**src/rtl/kyber_pkg.sv**
```systemverilog
// Shared Kyber constants and helpers.
//   POLY_N  : coefficients per polynomial
//   COEF_W  : coefficient width
//   LANES   : coefficients per buffer word
//   WORD_W  : buffer word width
//   BUF_AW  : buffer address width
//   rev8()  : 8-bit bit reversal used for NTT bit-reversed ordering
package kyber_pkg;

    localparam int unsigned POLY_N = 256;
    localparam int unsigned COEF_W = 12;
    localparam int unsigned LANES  = 8;
    localparam int unsigned WORD_W = 96;
    localparam int unsigned BUF_AW = 5;
    localparam int unsigned IDX_W  = 8;
    localparam int unsigned CNT_W  = 9;

    function automatic logic [IDX_W-1:0] rev8(input logic [IDX_W-1:0] x);
        logic [IDX_W-1:0] r;
        for (int i = 0; i < int'(IDX_W); i++) begin
            r[i] = x[IDX_W-1-i];
        end
        return r;
    endfunction

endpackage

```
**src/rtl/poly_buf_reader.sv**
```systemverilog
// Streaming read controller for the 96x32 polynomial buffer. Drains one
// 256-coefficient polynomial as a valid/ready stream in natural or
// bit-reversed order.
//   clk, rst    : clock, asynchronous active-high reset
//   start       : begin a stream (sampled only when idle)
//   bitrev      : order select, latched on accepted start
//   buf_raddr   : buffer read address (combinational)
//   buf_dout    : buffer read data (combinational in buf_raddr)
//   coef_out    : coefficient data
//   coef_idx    : natural index of coef_out
//   coef_valid  : output register holds a coefficient
//   coef_ready  : downstream accepts
//   coef_last   : marks the 256th beat
//   busy        : controller not idle
//   done        : one-cycle pulse after the last handshake
module poly_buf_reader
    import kyber_pkg::*;
(
    input  logic              clk,
    input  logic              rst,
    input  logic              start,
    input  logic              bitrev,
    output logic [BUF_AW-1:0] buf_raddr,
    input  logic [WORD_W-1:0] buf_dout,
    output logic [COEF_W-1:0] coef_out,
    output logic [IDX_W-1:0]  coef_idx,
    output logic              coef_valid,
    input  logic              coef_ready,
    output logic              coef_last,
    output logic              busy,
    output logic              done
);

    typedef enum logic [1:0] {StIdle, StStream, StDrain} state_e;

    localparam logic [CNT_W-1:0] LastPos = CNT_W'(POLY_N - 1);
    localparam logic [CNT_W-1:0] EndPos  = CNT_W'(POLY_N);

    state_e             state_q;
    logic [CNT_W-1:0]   cnt_q;
    logic               mode_q;
    logic [COEF_W-1:0]  coef_out_q;
    logic [IDX_W-1:0]   coef_idx_q;
    logic               valid_q;
    logic               last_q;
    logic               done_q;

    logic [IDX_W-1:0]   idx;
    logic [COEF_W-1:0]  lane_data;

    // cnt is 0 whenever idle, so a stale mode_q still maps to index 0 there.
    always_comb begin
        idx = mode_q ? rev8(cnt_q[IDX_W-1:0]) : cnt_q[IDX_W-1:0];
    end

    assign buf_raddr = idx[IDX_W-1:3];

    always_comb begin
        lane_data = '0;
        for (int k = 0; k < int'(LANES); k++) begin
            if (idx[2:0] == 3'(k)) begin
                lane_data = buf_dout[k*COEF_W +: COEF_W];
            end
        end
    end

    always_ff @(posedge clk or posedge rst) begin
        if (rst) begin
            state_q    <= StIdle;
            cnt_q      <= '0;
            mode_q     <= 1'b0;
            coef_out_q <= '0;
            coef_idx_q <= '0;
            valid_q    <= 1'b0;
            last_q     <= 1'b0;
            done_q     <= 1'b0;
        end else begin
            done_q <= 1'b0;
            unique case (state_q)
                StIdle: begin
                    if (start) begin
                        mode_q     <= bitrev;
                        coef_out_q <= lane_data;
                        coef_idx_q <= idx;
                        valid_q    <= 1'b1;
                        last_q     <= 1'b0;
                        cnt_q      <= CNT_W'(1);
                        state_q    <= StStream;
                    end
                end
                StStream: begin
                    // Refill the output register whenever it is empty or being consumed.
                    if ((!valid_q || coef_ready) && (cnt_q < EndPos)) begin
                        coef_out_q <= lane_data;
                        coef_idx_q <= idx;
                        valid_q    <= 1'b1;
                        last_q     <= (cnt_q == LastPos);
                        cnt_q      <= cnt_q + CNT_W'(1);
                        if (cnt_q == LastPos) begin
                            state_q <= StDrain;
                        end
                    end
                end
                StDrain: begin
                    if (valid_q && coef_ready) begin
                        valid_q <= 1'b0;
                        last_q  <= 1'b0;
                        done_q  <= 1'b1;
                        cnt_q   <= '0;
                        state_q <= StIdle;
                    end
                end
                default: state_q <= StIdle;
            endcase
        end
    end

    assign coef_out   = coef_out_q;
    assign coef_idx   = coef_idx_q;
    assign coef_valid = valid_q;
    assign coef_last  = last_q;
    assign done       = done_q;
    assign busy       = (state_q != StIdle);

endmodule

```
**config.mk**
```make
export PLATFORM = sky130hd
export DESIGN_NAME = poly_buf_reader
export DESIGN_NICKNAME = d
export VERILOG_FILES = /design/src/rtl/kyber_pkg.sv /design/src/rtl/poly_buf_reader.sv
export SDC_FILE = /design/constraint.sdc
export NUM_CORES = 1
export LEC_CHECK = 0
export ABC_CLOCK_PERIOD_IN_PS = 3600
export CORE_ASPECT_RATIO = 0.75
export CORE_UTILIZATION = 36
export DETAILED_ROUTE_END_ITERATION = 10
export PLACE_DENSITY_LB_ADDON = 0.3
export SYNTH_ARGS = -nofsm -noshare
export SYNTH_HDL_FRONTEND = slang
export SYNTH_SLANG_ARGS = --single-unit
```
**constraint.sdc**
```tcl
create_clock -name clk -period 3.6 [get_ports clk]
set_clock_uncertainty 0.15 [all_clocks]
set_input_delay 0.54 -clock clk [delete_from_list [all_inputs] [get_ports clk]]
set_output_delay 0.54 -clock clk [all_outputs]
set_load 0.05 [all_outputs]
```
==> run metrics <==
status=finished clean; met1 wire length=between 4000 and 5000 µm; Met3 Routed Length=between 500 and 600 µm; post-synthesis simple-gate area fraction=between 10% and 20%; RSZ-0062 raised after global routing=no; Netlist cell types=54; commonest cells in the netlist=nand2_1, a21oi_1, dfrtp_1; Worst EP arrival=2.30 ns; Crit Path Max Fanout=19; largest net degree at the start of global routing=47; # port buffers=approximately 130; global-route congestion overflow total=0; Root Buffer=clkbuf_8; Net Count, Synth=454; initial core utilization=between 30% and 40%; Num CTS Buffers=5; Synth top area share=around 31%; setup TNS=0 ns; Fillers=719; H-tree Lvls=2; ant diodes=0; final hold violation count=0; slowest cell delay on critical path=0.89 ns; IR drop worst, VDD=0.4584 mV; Slew @ Worst Pin=just over 0.7 ns; crit path cell chain=o21ai_0 -> clkdlybuf4s50_1; Max Cap Viol=0; Leak=approximately 1.7 nW; start point of the worst hold path=cnt_q[8]; top-count cell post-synth=nand2_1; final setup fails=0; Worst-path clk slew=0.08 ns; Chip Width=104.6 µm; Synth Area in Compound Gates=roughly 27%; Final ANT Viol Nets=0; clk buf depth=2; #FFs+latches synth=35; synthesized area=2844 µm²; Die Area=8263 µm²; Core Footprint=7500 µm²; asr flop ratio synth=100.0%; largest family of logic cells by synthesized area=compound AO/OA/AOI/OAI gates; crit path buf inv count=1; DR pass1 iterations=4; Post-route DRC=0; clk_lat worst skew=0.29 ns; fin cells=560; layout cells sized above 1=6.536%; area grow syn2layout=49.23%; WL/cell=16.40 µm; routability congestion estimate=0.8475; placed cell count=552; Synth area leader=dfrtp_1; initial antenna violation count=0; total track usage=between 20 and 25%; CP endpoint kind=primary output; startpoint types=register; Top Metal Used=met4; worst endpoint required time=2.91 ns; # resized after CTS=0; CP Class=reg2out; ys flop type=dfrtp_1; final WL=slightly above 9000 µm; Final min period=2.995 ns; FP Rows=27; FMAX=0.3339 GHz; Crit. Startpoint=mode_q; period utilisation layout=83.19%; CTS tree=done; Initial DRC Count=207; Pwr Density=875.6 nW/µm²; Synth Area in Adders=under 10%; postcts setup bufs=0; Area contributors post-synth=dfrtp_1, a21oi_1, mux2i_1, nand2_1, o21ai_0; via-per-instance ratio=~5.4; post-synthesis cell count=between 300 and 400; synth warn=0; EDFF count, synth=0; Die Y=78.98 µm; CTS Hold Bufs=0; Critical Path Slowest Stage Cell=clkdlybuf4s50_1; WL met2=a little over 4000 µm; hold crit path type=reg2reg; xor/xnor cell area share of the yosys netlist=0.6159%; Seq/Total Area, Yosys=30.80%; vias in the first global route=2862; Net count, final=565; FF-to-FF Start=mode_q; # IOs=130; Post-Syn Area per Cell=8.196 µm²; via count=3035; Sink Count=35; crit-path leading delay family=buffers and inverters; first-pass GRT wire length=14510 µm; Max Slew Vio Count=0; dpl hpwl=roughly 6800 µm; Rel. slew slack=52.36%; multiplexer area fraction after synthesis=12.14%
## cells by family (layout without fill, tap and decap cells)
kind of cell | after synthesis | in the layout
multiplexers | 31 | 31
AO/OA/AOI/OAI | 120 | 120
buffers and inverters | 47 | 159
AND/OR/NAND/NOR | 106 | 106
adder cells (fa/ha/maj) | 6 | 6
flip-flops | 35 | 35
XOR/XNOR | 2 | 2
## through the flow
stage | worst slack [ns] | utilization (%) | total power [mW] | instance area, µm² | hold WS, ns
2_1_floorplan | 1.410 | - | 2.657 | 2844 | 0.2985
3_3_place_gp | 0.9127 | 55.02 | 3.279 | 4126 | 0.3173
3_5_place_dp | 0.8796 | 55.02 | 3.337 | 4126 | 0.3248
4_1_cts | 0.6197 | 56.59 | 3.720 | 4244 | 0.3431
5_1_grt | 0.4914 | 56.59 | 3.978 | 4244 | 0.3584
6_report | 0.6053 | 56.59 | 3.716 | 4244 | 0.3385
## per-layer routing
metal,global-route usage (%),vias to the layer above
met4,3.380,0
met1,31.02,1431
met3,4.516,6
met2,35.50,101
li1,-,1497
met5,0,-
## final timing paths
check	depth (start not counted)	slack [ns]	endpoint
worst min register to register	2	0.34	cnt_q[8]
worst max-delay path	2	0.61	buf_raddr[4]
max in group asynchronous	3	2.45	coef_out[5]
min in group asynchronous	3	0.51	coef_valid
worst min-delay path	2	0.34	cnt_q[8]
worst max register to register	5	0.95	coef_out[4]
## where the power goes
| part | total [mW] | internal, mW | switching [mW] |
|---|---|---|---|
| Sequential | 0.749 | 0.558 | 0.191 |
| Combinational | 2.59 | 1.02 | 1.57 |
| Clock | 0.375 | 0.224 | 0.150 |
| Total | 3.72 | 1.80 | 1.91 |
## cells in the final DEF (no fill, tap or decap), types with 7 or more instances in the layout
master	netlist	final
clkdlybuf4s50_1	0	129
nand3_1	13	13
inv_1	13	13
nand2_1	42	42
o22ai_1	7	7
dfrtp_1	35	35
o21ai_0	26	26
nor2_1	11	11
a21oi_1	35	35
o211ai_1	8	8
a221o_1	7	7
nor3_1	14	14
mux2i_1	17	17
nor2b_1	8	8
## registers in the layout, indices dropped and copies added (netlist names)
signal / flops
mode_q: 1
done: 1
coef_last: 1
coef_idx: 8
state_q: 2
cnt_q: 9
coef_valid: 1
coef_out: 12
## tightest hold or removal path: cells and delay by family, from the launching register on
kind / cells / cell delay [ns]
AOI/OAI and AO/OA: 1 / 0.06
DFF: 1 / 0.35
and+or+nand+nor: 1 / 0.05
## layout make-up
| type | instances | area [µm²] | share of cell area [%] |
|---|---|---|---|
| clock inverter | 2 | 35.03 | 0.8255 |
| timing repair buffer | 135 | 1336 | 31.49 |
| tap | 101 | 126.4 | 2.978 |
| multi-input combinational | 265 | 1728 | 40.71 |
| sequential | 35 | 875.8 | 20.64 |
| inverter | 16 | 60.06 | 1.415 |
| clock buffer | 6 | 82.58 | 1.946 |
(Power assumes the default switching activity.)
